[src/rtl/if_fetch_pkg.sv]
`default_nettype none
// ============================================================================
// Module      : if_fetch_pkg
// Description : Shared encodings for the instruction-fetch stage: next-PC
//               select codes, NOP word, reset PC default and FSM states.
// Revision    : 1.0 - initial release
// ============================================================================
package if_fetch_pkg;

    // Next-PC select codes driven by ID
    localparam logic [1:0] PCSRC_SEQ = 2'b00;
    localparam logic [1:0] PCSRC_BR  = 2'b01;
    localparam logic [1:0] PCSRC_JR  = 2'b10;
    localparam logic [1:0] PCSRC_J   = 2'b11;

    // Bubble word and default first fetch address
    localparam logic [31:0] NOP_WORD         = 32'h0000_0000;
    localparam logic [31:0] RESET_PC_DEFAULT = 32'h0000_0000;

    // Fetch FSM state encoding
    localparam logic [0:0] ST_REQ  = 1'b0;
    localparam logic [0:0] ST_HOLD = 1'b1;

endpackage
`default_nettype wire

[src/rtl/if_npc_sel.sv]
`default_nettype none
// ============================================================================
// Module      : if_npc_sel
// Description : Combinational 4:1 next-PC target mux. Every target is forced
//               to word alignment by clearing bits [1:0].
// Revision    : 1.0 - initial release
// ============================================================================
module if_npc_sel
    import if_fetch_pkg::*;
(
    input  logic [1:0]  pcsrc,
    input  logic [31:0] pc4,
    input  logic [31:0] bpc,
    input  logic [31:0] ra,
    input  logic [31:0] jpc,
    output logic [31:0] target
);

    logic [31:0] w_raw;

    // Select the raw target, then word-align it
    always_comb begin
        w_raw = pc4;
        case (pcsrc)
            PCSRC_SEQ: w_raw = pc4;
            PCSRC_BR:  w_raw = bpc;
            PCSRC_JR:  w_raw = ra;
            PCSRC_J:   w_raw = jpc;
            default:   w_raw = pc4;
        endcase
    end

    assign target = {w_raw[31:2], 2'b00};

endmodule
`default_nettype wire

[src/rtl/if_fetch.sv]
`default_nettype none
// ============================================================================
// Module      : if_fetch
// Description : Instruction-fetch stage. Owns the PC, requests words from a
//               variable-latency instruction memory, inserts NOP bubbles while
//               memory is busy, buffers a word across a load-dependency stall
//               and remembers a delayed-branch redirect that arrives while
//               the delay slot is still being fetched.
// Revision    : 1.0 - initial release
// ============================================================================
module if_fetch
    import if_fetch_pkg::*;
#(
    parameter logic [31:0] RESET_PC = RESET_PC_DEFAULT,
    parameter logic [31:0] NOP      = NOP_WORD
) (
    input  logic        clk,
    input  logic        clr,
    input  logic        loaddepend,
    input  logic [1:0]  pcsrc,
    input  logic [31:0] bpc,
    input  logic [31:0] ra,
    input  logic [31:0] jpc,
    output logic        imem_req,
    output logic [31:0] imem_addr,
    input  logic        imem_ack,
    input  logic [31:0] imem_rdata,
    output logic [31:0] inst,
    output logic [31:0] pc4,
    output logic        inst_valid
);

    localparam logic [31:0] C_RESET_PC4 = RESET_PC + 32'd4;

    logic [0:0]  r_state;
    logic [31:0] r_pc;
    logic [31:0] r_buf;
    logic        r_redir_pend;
    logic [31:0] r_redir_pc;

    logic [31:0] w_pc4;
    logic [31:0] w_tgt;
    logic        w_redirect;
    logic [31:0] w_npc;

    assign w_pc4 = r_pc + 32'd4;

    if_npc_sel u_npc_sel (
        .pcsrc  (pcsrc),
        .pc4    (w_pc4),
        .bpc    (bpc),
        .ra     (ra),
        .jpc    (jpc),
        .target (w_tgt)
    );

    // A redirect seen during a stall is dropped; ID re-presents it later.
    // A buffered redirect takes priority over anything ID shows now.
    assign w_redirect = (pcsrc != PCSRC_SEQ) && !loaddepend;
    assign w_npc      = r_redir_pend ? r_redir_pc :
                        w_redirect   ? w_tgt      : w_pc4;

    // Fetch FSM with PC, stall buffer and pending-redirect registers
    always_ff @(posedge clk) begin
        if (clr) begin
            r_state      <= ST_REQ;
            r_pc         <= RESET_PC;
            r_buf        <= NOP;
            r_redir_pend <= 1'b0;
            r_redir_pc   <= RESET_PC;
        end else begin
            case (r_state)
                ST_REQ: begin
                    if (imem_ack) begin
                        if (!loaddepend) begin
                            r_pc         <= w_npc;
                            r_redir_pend <= 1'b0;
                        end else begin
                            r_buf   <= imem_rdata;
                            r_state <= ST_HOLD;
                        end
                    end else if (w_redirect && !r_redir_pend) begin
                        // Branch leaves ID while its delay slot is in flight
                        r_redir_pend <= 1'b1;
                        r_redir_pc   <= w_tgt;
                    end
                end
                ST_HOLD: begin
                    if (!loaddepend) begin
                        r_pc         <= w_npc;
                        r_redir_pend <= 1'b0;
                        r_state      <= ST_REQ;
                    end
                end
                default: r_state <= ST_REQ;
            endcase
        end
    end

    // IF/ID-facing outputs straight from state and the memory response
    always_comb begin
        imem_req   = 1'b0;
        inst       = NOP;
        inst_valid = 1'b0;
        pc4        = C_RESET_PC4;
        if (!clr) begin
            pc4 = w_pc4;
            if (r_state == ST_REQ) begin
                imem_req   = 1'b1;
                inst_valid = imem_ack;
                inst       = imem_ack ? imem_rdata : NOP;
            end else begin
                inst_valid = 1'b1;
                inst       = r_buf;
            end
        end
    end

    assign imem_addr = r_pc;

endmodule
`default_nettype wire

[config.mk]
export PLATFORM = sky130hd
export DESIGN_NAME = if_fetch
export DESIGN_NICKNAME = d
export VERILOG_FILES = /design/src/rtl/if_fetch_pkg.sv /design/src/rtl/if_npc_sel.sv /design/src/rtl/if_fetch.sv
export SDC_FILE = /design/constraint.sdc
export NUM_CORES = 1
export LEC_CHECK = 0
export CAP_MARGIN = 0
export CORE_UTILIZATION = 45
export CTS_CLUSTER_DIAMETER = 80
export CTS_CLUSTER_SIZE = 24
export DETAILED_ROUTE_END_ITERATION = 8
export PLACE_DENSITY = 0.82
export RECOVER_POWER = 50
export SETUP_SLACK_MARGIN = 0.02
export SLEW_MARGIN = 40
export SYNTH_ARGS = -nofsm -noshare
export SYNTH_HDL_FRONTEND = slang
export SYNTH_SLANG_ARGS = --single-unit
export TNS_END_PERCENT = 50
[constraint.sdc]
create_clock -name clk -period 3.2 [get_ports clk]
set_clock_uncertainty 0.2 [all_clocks]
set_input_delay 0.48 -clock clk [delete_from_list [all_inputs] [get_ports clk]]
set_output_delay 0.48 -clock clk [all_outputs]
set_load 0.02 [all_outputs]
== After elaboration in Yosys (flattened, before gate mapping) ==
Cells that the tools add are included.

* Reduce and logical (&&, ||, !) cells: 8
* Add/subtract/negate cells: 1
* Equal/unequal tests: 5
* Bitwise operators: 2
* Muxes and demuxes: 21

{| class="wikitable"
|+ Operators with widths
! cell !! count
|-
| 32-bit 2-to-1 mux || 8
|-
| 32-bit case mux with 4 select lines || 1
|-
| 32-bit case mux with 2 select lines || 1
|-
| 32-bit by 3-bit adder with 32-bit output (second input constant) || 1
|-
| 1-bit 2-to-1 mux || 9
|-
| 3-bit AND reduction || 2
|-
| 2-bit == test (second input constant) || 2
|-
| 1-bit case mux with 2 select lines || 2
|-
| 3-bit inequality test (second input constant) || 1
|-
| 2-bit by 1-bit == test with 1-bit output (second input constant) || 1
|-
| 1-bit logical AND || 2
|-
| 1-bit zero test || 2
|-
| 2-bit zero test || 1
|-
| 2-bit inequality test (second input constant) || 1
|-
| 1-bit NOT || 2
|-
| 2-bit nonzero test || 1
|}

* Output and inout bits: 98
* Register bits: 96
* Bits of input ports: 134

== Logic depth before layout (Yosys ltp) ==
Gate-level depths: netlist (run 1).

* Word-level depth: 7
* Mapped depth: 8
* Depth with buffers taken out: 6

== By module ==
Synthesis (run 1) repeated with hierarchy kept, for this count alone.

* Cells, all modules: 878
* Area, all modules: 6468.7 um^2

{| class="wikitable"
|+ By module, submodules not included
! module !! times used !! cells an instance !! area each (um^2) !! seq. area each (um^2)
|-
| if_fetch || 1 || 839 || 5725.5 || 1961.9
|-
| if_npc_sel || 1 || 39 || 743.2 || 0.0
|}

== Worst setup path before layout (run 1) ==
No wires, ideal clock.

* Kind: reg2out
* Start: reg r_pc[2] (netlist: imem_addr[2])
* End: out pc4[22]
* Slack: 0.205 ns
* Stages on the path, launching flop included: 7
* Data arrival time: 2.315 ns
* Buffers on the path: 0
* Cells stage by stage: dfxtp_1 ha_1 nand3_4 nor4_1 nand3_1 xor2_1 nor2_1

* Word-level cells in the longest chain between the ends: 2

{| class="wikitable"
|+ Ends and longest elaborated chain
! item !! line !! source
|-
| start, declared || if_fetch.sv:36 || <nowiki>logic [31:0] r_pc;</nowiki>
|-
| start signal, assigned || if_fetch.sv:76 || <nowiki>r_pc <= w_npc;</nowiki>
|-
| start signal, assigned || if_fetch.sv:90 || <nowiki>r_pc <= w_npc;</nowiki>
|-
| 32-bit by 3-bit adder with 32-bit output || if_fetch.sv:46 || <nowiki>assign w_pc4 = r_pc + 32'd4;</nowiki>
|-
| 32-bit 2-to-1 mux || if_fetch.sv:106 || <nowiki>if (!clr) begin</nowiki>
|-
| end, declared || if_fetch.sv:29 || <nowiki>output logic [31:0] pc4,</nowiki>
|}

No other way between the ends.

== Worst setup path after layout (run 1) ==
* Start: reg r_pc[11] (netlist: imem_addr[11])
* End: out pc4[31]

The elaborated chain is that of the path after synthesis.

==> results of run 1 <==
==> registers in the layout, summed over array words and instances, names as in the netlist <==
| signal | count |
|---|---|
| imem_addr | 30 |
| r_redir_pend | 1 |
| r_redir_pc | 30 |
| r_state | 1 |
| r_buf | 32 |
==> routing by layer <==
layer  track usage  vias up  wire (um)
met5             0        -          0
met4         0.108        0        549
met3        0.0265       35       1300
met2         0.439      297       9290
met1         0.395     3287       8910
li1              -     3406          -
==> worst max-delay path, cell delays in order (launching register included) <==
cell and delay, ns:
dfxtp_1 0.33, nand4_1 0.20, or4_4 0.67, nor4b_4 0.33
xnor2_1 0.16, nor2_1 0.05, dlygate4sd2_1 0.33
==> cells in the final DEF, fill, tap and decap left out, types with 7 or more instances in the layout <==
master	count
mux2i_1	11
a21oi_1	112
nor3_1	11
clkbuf_1	7
nand4_1	7
mux2_2	25
nand2_1	137
buf_4	42
a221oi_1	10
dlygate4sd2_1	13
a211oi_1	11
nor2_1	148
xnor2_1	21
o21ai_0	31
dlygate4sd3_1	31
a22o_1	10
inv_1	15
dfxtp_1	93
clkdlybuf4s50_1	169
clkbuf_16	9
a22oi_1	14
nand3_1	13
==> layout make-up <==
cell class              instances  area, um^2  area share
inverters                      15        56.3     0.00625
repair buffers                274        2630       0.292
multi-input cells             673        3870       0.430
well taps                     176         220      0.0245
flip-flops and latches         94        1880       0.209
clock buffers                  11         243      0.0270
clock inverters                 4        95.1      0.0106
==> stage by stage <==
step	worst slack, ns	setup TNS, ns	instance area [um^2]
global placement	0.141	0	8670
global route	-0.0154	-0.0154	9000
CTS	0.0385	0	9000
floorplan	0.205	0	6100
finish	0.0981	0	9000
detailed placement	0.0987	0	8670
==> report_power, final <==
group / leakage [nW] / internal [mW] / total [mW] / switching, mW
clock: 0.166 / 0.780 / 1.24 / 0.460
combinational: 2.65 / 0.415 / 0.856 / 0.442
sequential: 0.768 / 1.23 / 1.28 / 0.0501
total: 3.59 / 2.43 / 3.38 / 0.952
==> worst max-delay path by stage <==
stage / from / end / slack (ns) / cells past startpoint
final: imem_addr[11] / pc4[31] / 0.1 / 6
after floorplan: imem_addr[2] / pc4[22] / 0.21 / 6
after CTS: imem_addr[2] / pc4[30] / 0.04 / 7
after global placement: imem_addr[2] / pc4[30] / 0.14 / 7
after global routing: imem_addr[12] / pc4[31] / -0.02 / 6
after detailed placement: imem_addr[2] / pc4[30] / 0.1 / 7
==> timing repair <==
| action | 4_1_cts | 5_1_grt |
|---|---|---|
| hold buffers | 0 | 0 |
| pin swaps | 1 | 1 |
| endpoints found under the setup margin | 14 | 11 |
| resized for setup | 17 | 10 |
==> logic make-up after synthesis <==
kind of cell               count (synthesis)  share of synthesized area
buffers and inverters                     93                     0.0631
adders and majority gates                  1                    0.00206
muxes                                     36                     0.0643
DFF                                       94                      0.309
xor gates and xnor gates                  27                     0.0388
AOI/OAI and AO/OA                        243                      0.253
other                                      1                   0.000616
and+or+nand+nor                          362                      0.269
==> synth_stat cells (all sizes together) (6+ instances only) <==
| cell type | count |
|---|---|
| nor4 | 11 |
| clkbuf | 62 |
| nand3 | 15 |
| nor2 | 148 |
| a22o | 10 |
| xnor2 | 21 |
| xor2 | 6 |
| o21ai | 32 |
| inv | 15 |
| buf | 16 |
| a21oi | 112 |
| mux2i | 11 |
| nand2 | 137 |
| a22oi | 14 |
| dfxtp | 94 |
| a31oi | 6 |
| nor3 | 14 |
| a221oi | 11 |
| nand4 | 7 |
| a211oi | 11 |
| nand2b | 6 |
| or3 | 6 |
| mux2 | 25 |
==> metrics.md, run 1 <==
| Metric | Value |
|---|---|
| Final #Nets | `1,202` |
| Skew-Pair Late Insertion Delay | `roughly 0.34 ns` |
| Hold path startpoint | `r_redir_pc[2]` |
| Worst-path clk slew | `~0.070 ns` |
| Hold Path End | `r_redir_pc[2]` |
| CTS tree | `done` |
| Max frequency | `between 300 and 400 MHz` |
| Setup Crit Path Kind | `register to output pin` |
| Status | `finished clean` |
| Drt via density | `about 5.6` |
| Number of hold violations in the final report | `0` |
| Area share of the largest cell type after synthesis | `0.309` |
| Chip width | `118 um` |
| Htree depth | `3` |
| Initial core utilization | `0.460` |
| Post-route core utilization | `0.680` |
| HPWL after DPL | `14.5 mm` |
| Yosys warns | `0` |
| Leak | `approximately 3.6 nW` |
| Minimum clock period | `3.10 ns` |
| Synth cell types | `66` |
| Congestion Overflow GR | `0` |
| Arr. time, crit path | `around 2.4 ns` |
| Yosys top cell by area | `dfxtp_1` |
| Worst slew pin tran | `1.47 ns` |
| DRC Markers | `0` |
| Critical Path RT | `about 2.5 ns` |
| Crit share post-route | `0.969` |
| Hold Path Depth | `2` |
| CTS Root Cell | `clkbuf_16` |
| CP Max Fanout | `11` |
| First-pass GRT wire length | `31.6 mm` |
| Chip height | `~120 um` |
| Tightest Hold Check Type | `register to register` |
| Cell Pwr Density | `375 nW/um^2` |
| Placer Congestion | `0.866` |
| Reg2Reg Capture Point | `imem_addr[11]` |
| Pre-antenna DRT Iters | `5` |
| Total chip power | `roughly 3.4 mW` |
| Top FF cell, synth | `dfxtp_1` |
| RSZ-0062 raised after global routing | `yes` |
| Fraction of layout instances using a drive strength above 1 | `0.106` |
| Wirelength, routed | `20.1 mm` |
| Post-Syn Instances | `approximately 860` |
| Initial antenna violation count | `0` |
| Iter 0 DRT Violations | `around 850` |
| CTS Sinks | `94` |
| Slew HR | `0.0169` |
| Setup slack, reg-to-reg | `0.52 ns` |
| Post-synthesis sequential area ratio | `0.309` |
| Crit. End Element | `output pin` |
| Post-Place Cells | `roughly 1,200` |
| TritonCTS Buffers | `9` |
| Setup Fix Bufs, Post-CTS | `0` |
| Largest net degree at the start of global routing | `47` |
| Share of flip-flops with an asynchronous set or reset | `0` |
| Slew Limit Fails | `0` |
| R2R cell count | `6` |
| # port buffers | `about 220` |
| Cell area after synthesis | `6090 um^2` |
| Layout Cells excl Fill | `approximately 1,200` |
| Area growth syn-to-layout | `47.9%` |
| Max cap viols | `0` |
| Fin Hold WS | `0.256 ns` |
| Core Rows | `42` |
| Reg-to-reg critical path startpoint | `r_state` |
| Wire per inst | `about 16 um` |
| Post-synth EDFFs | `0` |
| Vias | `roughly 7,000` |
| Top cells by area, synth | `dfxtp_1 31%, a21oi_1 9.2%, nor2_1 9.1%` |
| Vias in the first global route | `around 6,300` |
| Detail Route Antenna Nets | `0` |
| Mean Syn Cell Area | `slightly above 7 um^2` |
| Die area | `14,000 um^2` |
| Clock buffer depth | `2` |
| Peak VDD IR | `0.281 mV` |
| Total GRT Usage | `0.280` |
| IO Count | `232` |
| Synth Register Bits | `94` |
| Core area | `around 13,000 um^2` |
| ANT cells | `0` |
| Fill cells | `about 1,200` |
| Final setup viols | `0` |
| Crit start category | `register` |
No activity file was read; power rests on OpenSTA's default activity.
==> run 2, diff against run 1 <==
--- a/config.mk
+++ b/config.mk
@@ -10,7 +10,7 @@
 export CTS_CLUSTER_DIAMETER = 80
 export CTS_CLUSTER_SIZE = 24
 export DETAILED_ROUTE_END_ITERATION = 8
-export PLACE_DENSITY = 0.82
+export PLACE_DENSITY = 0.93
 export RECOVER_POWER = 50
 export SETUP_SLACK_MARGIN = 0.02
 export SLEW_MARGIN = 40
==> metrics.md, run 2 (synthesis results as in run 1) <==
| Metric | Value |
|---|---|
| Initial antenna violation count | `0 (unchanged)` |
| WP buf/inv | `3 (+2)` |
| Chip width | `118 um (unchanged)` |
| Max frequency | `317 MHz (-1.6%)` |
| Crit start category | `primary input` |
| Fill cells | `1,049 (-12%)` |
| Hold-fix buffer count after cts | `0 (unchanged)` |
| Cell Pwr Density | `366 nW/um^2 (-2.4%)` |
| Layout Cells excl Fill | `1,256 (+0.72%)` |
| Tightest Hold Check Type | `register to register` |
| Crit share post-route | `0.985 (+0.0153)` |
| Arr. time, crit path | `3.24 ns (+0.82 ns)` |
| Setup ws final | `0.0490 ns (-0.0490 ns)` |
| HPWL after DPL | `15.4 mm (+5.8%)` |
| Largest net degree at the start of global routing | `50 (+6.4%)` |
| Number of hold violations in the final report | `0 (unchanged)` |
| IO Count | `232 (unchanged)` |
| Placer Congestion | `0.886 (+2.3%)` |
| Hold Path Depth | `2 (unchanged)` |
| Crit path max-delay cell type | `o21bai_1` |
| Core Rows | `42 (unchanged)` |
| TritonCTS Buffers | `9 (unchanged)` |
| Iter 0 DRT Violations | `870 (+2.5%)` |
| Congestion Overflow GR | `0 (unchanged)` |
| Htree depth | `3 (unchanged)` |
| Final setup viols | `0 (unchanged)` |
| R2R cell count | `5 (-1)` |
| Vias | `7,253 (+3.2%)` |
| Worst-path clk slew | `0.07 ns (about the same)` |
| Cell breakdown of the critical path | `dlygate4sd3_1 > buf_12 > o21bai_1 > buf_4 > a221oi_1 > o21ai_0 > o211a_1` |
| Initial core utilization | `0.460 (unchanged)` |
| RSZ-0062 raised after global routing | `yes` |
| Final #Nets | `1,210 (+0.67%)` |
| CP Max Fanout | `37 (+26)` |
| Total GRT Usage | `0.291 (+0.0107)` |
| CTS tree | `done` |
| Max reg flops | `32 (unchanged)` |
| Detail Route Antenna Nets | `0 (unchanged)` |
| Crit path launch | `imem_ack` |
| Clock buffer depth | `2 (unchanged)` |
| Skew-Pair Late Insertion Delay | `0.35 ns (about the same)` |
| Core area | `13,200 um^2 (unchanged)` |
| Cell depth of the worst setup path | `7 (+1)` |
| ANT cells | `0 (unchanged)` |
| Max cap viols | `0 (unchanged)` |
| Setup Crit Path Kind | `primary input to register` |
| Wire per inst | `16.8 um (+4.8%)` |
| Slew Limit Fails | `0 (unchanged)` |
| Most frequent cells in the layout | `172 x clkdlybuf4s50_1, 148 x nor2_1, 137 x nand2_1` |
| Pre-antenna DRT Iters | `5 (unchanged)` |
| Peak VDD IR | `0.266 mV (-5.3%)` |
| Reg-to-reg critical path startpoint | `r_state` |
| CTS Sinks | `94 (unchanged)` |
| Leak | `3.57 nW (-0.38%)` |
| Dpl ws | `0.0971 ns (-0.00167 ns)` |
| Status | `finished clean` |
| Wirelength, routed | `21.2 mm (+5.5%)` |
| Setup_tns | `0 ns (unchanged)` |
| Die area | `14,000 um^2 (unchanged)` |
| Commonest non-fill, non-tap cell in the layout | `clkdlybuf4s50_1` |
| Vias in the first global route | `6,550 (+4.7%)` |
| Worst slew pin tran | `1.46 ns (-0.0144 ns)` |
| Fraction of layout instances using a drive strength above 1 | `0.121 (+0.0158)` |
| Crit. End Element | `register` |
| Fin Hold WS | `0.254 ns (-0.00167 ns)` |
| # port buffers | `221 (unchanged)` |
| Area growth syn-to-layout | `48.5%` |
| Most flop-heavy register | `r_buf` |
| Cell family with most CP delay | `compound AO/OA/AOI/OAI gates` |
| Minimum clock period | `3.15 ns (+0.0490 ns)` |
| Chip height | `118 um (unchanged)` |
| CP peak stage delay | `1.14 ns (+0.47 ns)` |
| Hold path startpoint | `r_buf[31]` |
| CTS Root Cell | `clkbuf_16` |
| Slew HR | `0.0245 (+0.00758)` |
| Critical Path RT | `3.29 ns (+0.77 ns)` |
| Drt via density | `5.77 (+2.5%)` |
| Post-Place Cells | `1,234 (+0.16%)` |
| First-pass GRT wire length | `32.7 mm (+3.4%)` |
| DRC Markers | `0 (unchanged)` |
## run 2: what timing repair did
item	CTS	global route
pin swaps	2	4
setup buffers	1	5
endpoints found under the setup margin	14	12
resized for setup	18	21
## run 2: where the power goes
part	switching (mW)	internal, mW
registers	0.0526	1.23
clock network	0.475	0.684
logic	0.452	0.416
total	0.979	2.33
## run 2: final cells by class
| cell class | count | area (um^2) | area share |
|---|---|---|---|
| repair buffers | 282 | 2670 | 0.296 |
| clock inverters | 6 | 86.3 | 0.00955 |
| clock buffers | 10 | 229 | 0.0253 |
| inverters | 15 | 56.3 | 0.00623 |
| well taps | 176 | 220 | 0.0244 |
| multi-input cells | 673 | 3880 | 0.430 |
| flip-flops and latches | 94 | 1890 | 0.209 |
## run 2: worst paths after layout
check	to	slack (ns)
max	imem_addr[12]	0.05
min	r_buf[31]	0.25
max reg2reg	imem_addr[12]	0.49
min reg2reg	r_buf[31]	0.25
## run 2: through the flow
stage	cell area (um^2)	total power [mW]	util
4_1_cts	8990	3.31	0.679
6_report	9040	3.31	0.682
5_1_grt	9040	3.44	0.682
3_3_place_gp	8660	2.15	0.654
3_5_place_dp	8660	2.17	0.654
2_1_floorplan	6100	1.75	-
## run 2: layer usage
| layer | vias up | wire length, um | GRT usage |
|---|---|---|---|
| li1 | 3417 | - | - |
| met1 | 3385 | 8480 | 0.364 |
| met2 | 390 | 10100 | 0.487 |
| met3 | 61 | 1890 | 0.0565 |
| met4 | 0 | 723 | 0.118 |
| met5 | - | 0 | 0 |
## run 2: tightest hold or removal path: stages (launching register included)
cell     delay [ns]
dfxtp_1        0.31
nand2_1        0.05
a21oi_1        0.05
==> run 3, diff against run 2 <==
--- a/config.mk
+++ b/config.mk
@@ -10,7 +10,7 @@
 export CTS_CLUSTER_DIAMETER = 80
 export CTS_CLUSTER_SIZE = 24
 export DETAILED_ROUTE_END_ITERATION = 8
-export PLACE_DENSITY = 0.93
+export PLACE_DENSITY = 0.81
 export RECOVER_POWER = 50
 export SETUP_SLACK_MARGIN = 0.02
 export SLEW_MARGIN = 40
==> constraint.sdc (replaced) <==
create_clock -name clk -period 3.2 [get_ports clk]
set_clock_uncertainty 0.2 [all_clocks]
set_input_delay 0.32 -clock clk [delete_from_list [all_inputs] [get_ports clk]]
set_output_delay 0.32 -clock clk [all_outputs]
set_load 0.02 [all_outputs]
==> metrics.md, run 3 (synthesis results as in run 1) <==
| Metric | Value |
|---|---|
| Max frequency | `323 MHz (+1.9%)` |
| Worst-path clk slew | `0.06 ns (about the same)` |
| Iter 0 DRT Violations | `745 (-14%)` |
| Die area | `14,000 um^2 (unchanged)` |
| HPWL after DPL | `14.4 mm (-6.3%)` |
| First-pass GRT wire length | `31.9 mm (-2.4%)` |
| Commonest non-fill, non-tap cell in the layout | `clkdlybuf4s50_1` |
| CP Max Fanout | `6 (-84%)` |
| Number of hold violations in the final report | `0 (unchanged)` |
| Congestion Overflow GR | `0 (unchanged)` |
| Slew HR | `-0.00594 (-0.0304)` |
| ANT cells | `0 (unchanged)` |
| IO Count | `232 (unchanged)` |
| Wire per inst | `16.4 um (-2.7%)` |
| Worst slew pin tran | `1.51 ns (+0.0487 ns)` |
| Final #Nets | `1,195 (-1.2%)` |
| Total GRT Usage | `0.282 (-0.00845)` |
| TritonCTS Buffers | `9 (unchanged)` |
| DRC Markers | `0 (unchanged)` |
| Fraction of layout instances using a drive strength above 1 | `0.106 (-0.0152)` |
| Minimum clock period | `3.09 ns (-0.0575 ns)` |
| Initial antenna violation count | `0 (unchanged)` |
| CTS Root Cell | `clkbuf_16` |
| Detail Route Antenna Nets | `0 (unchanged)` |
| Wirelength, routed | `20.3 mm (-3.9%)` |
| Vias in the first global route | `6,220 (-5.0%)` |
| Most flop-heavy register | `r_buf` |
| RSZ-0062 raised after global routing | `yes` |
| Most frequent cells in the layout | `178 x clkdlybuf4s50_1, 148 x nor2_1, 137 x nand2_1` |
| Setup Crit Path Kind | `register to output pin` |
| Drt via density | `5.67 (-1.9%)` |
| Crit share post-route | `0.967 (-0.0180)` |
| Setup slack, reg-to-reg | `0.30 ns (-0.19 ns)` |
| Core area | `13,200 um^2 (unchanged)` |
| Core Rows | `42 (unchanged)` |
| Crit start category | `register` |
| Vias | `7,031 (-3.1%)` |
| Fin Hold WS | `0.197 ns (-0.0573 ns)` |
| # port buffers | `221 (unchanged)` |
| CTS tree | `done` |
| Skew-Pair Late Insertion Delay | `0.35 ns (about the same)` |
| Arr. time, crit path | `2.57 ns (-0.67 ns)` |
| Cell Pwr Density | `367 nW/um^2 (+0.27%)` |
| Chip width | `118 um (unchanged)` |
| Clock buffer depth | `2 (unchanged)` |
| Final setup viols | `0 (unchanged)` |
| Initial core utilization | `0.460 (unchanged)` |
| Crit. End Element | `output pin` |
| Setup_tns | `0 ns (unchanged)` |
| Failing checks | `max-capacitance violations, max-slew violations` |
| Largest net degree at the start of global routing | `63 (+26%)` |
| Htree depth | `3 (unchanged)` |
| Max cap viols | `1 (+1)` |
| Peak VDD IR | `0.303 mV (+14%)` |
| Leak | `3.49 nW (-2.4%)` |
| CTS Sinks | `94 (unchanged)` |
| Placer Congestion | `0.909 (+2.6%)` |
| Tightest Hold Check Type | `primary input to register` |
| Pre-antenna DRT Iters | `5 (unchanged)` |
| Chip height | `118 um (unchanged)` |
| Area growth syn-to-layout | `46.7%` |
| Status | `complete, but fails checks` |
| Slew Limit Fails | `33 (+33)` |
| Critical Path RT | `2.68 ns (-0.61 ns)` |
| Max reg flops | `32 (unchanged)` |
run 3: cell types whose count changed in the layout (fill, tap and decap cells not counted), moves of 4 or more:
cell,before,now
buf_4,53,37
clkdlybuf4s50_1,172,178
dlygate4sd2_1,11,3
nor3_2,4,0
run 3: through the flow:
step / power (mW) / cells / worst slack (ns) / utilization / cell area [um^2]
floorplan: 1.75 / 860 / 0.365 / - / 6100
global placement: 2.14 / 1218 / 0.226 / 0.645 / 8540
detailed placement: 2.16 / 1218 / 0.206 / 0.645 / 8540
CTS: 3.28 / 1239 / 0.0264 / 0.673 / 8910
global route: 3.41 / 1241 / 0.0203 / 0.674 / 8930
finish: 3.28 / 1241 / 0.107 / 0.674 / 8930
run 3: layout make-up:
| cell class | instances | area, um^2 |
|---|---|---|
| inverter | 15 | 56.3 |
| sequential | 94 | 1890 |
| multi-input combinational | 674 | 3880 |
| timing repair buffer | 266 | 2560 |
| tap | 176 | 220 |
| fill | 1185 | 4320 |
| clock buffer | 10 | 229 |
| clock inverter | 6 | 86.3 |
run 3: report_power, final:
group | switching, mW | total, mW | internal, mW
Clock | 0.464 | 1.15 | 0.684
Combinational | 0.436 | 0.841 | 0.405
Sequential | 0.0580 | 1.29 | 1.23
Total | 0.958 | 3.28 | 2.32
run 3: path summary, 6_finish.rpt:
path / startpoint / end / cells after the start
setup / recovery: imem_addr[3] / pc4[15] / 9
hold / removal: clr / r_redir_pc[3] / 2
setup reg to reg: r_redir_pend / r_redir_pc[11] / 6
hold reg to reg: r_buf[20] / r_buf[20] / 2
run 3: metal layers:
layer | track usage | routed length (um)
met2 | 0.454 | 9540
met4 | 0.0753 | 384
met3 | 0.0483 | 1580
met1 | 0.388 | 8840
met5 | 0 | 0
run 3: critical path: stages (launching register included):
cell and delay [ns]:
dfxtp_1 0.34, buf_4 0.13, nand4_1 0.19, buf_4 0.23, nor4_2 0.17, buf_4 0.19, nand2_1 0.10, xor2_1 0.18
nor2_1 0.10, clkdlybuf4s50_1 0.61
run 3: timing repair:
action | 4_1_cts | 5_1_grt
hold endpoints to repair | 0 | 0
endpoints found under the setup margin | 11 | 14
hold buffers | 0 | 0
cloned | 1 | 0
buffers inserted | 4 | 2
pin swaps | 3 | 3
resized for setup | 10 | 15
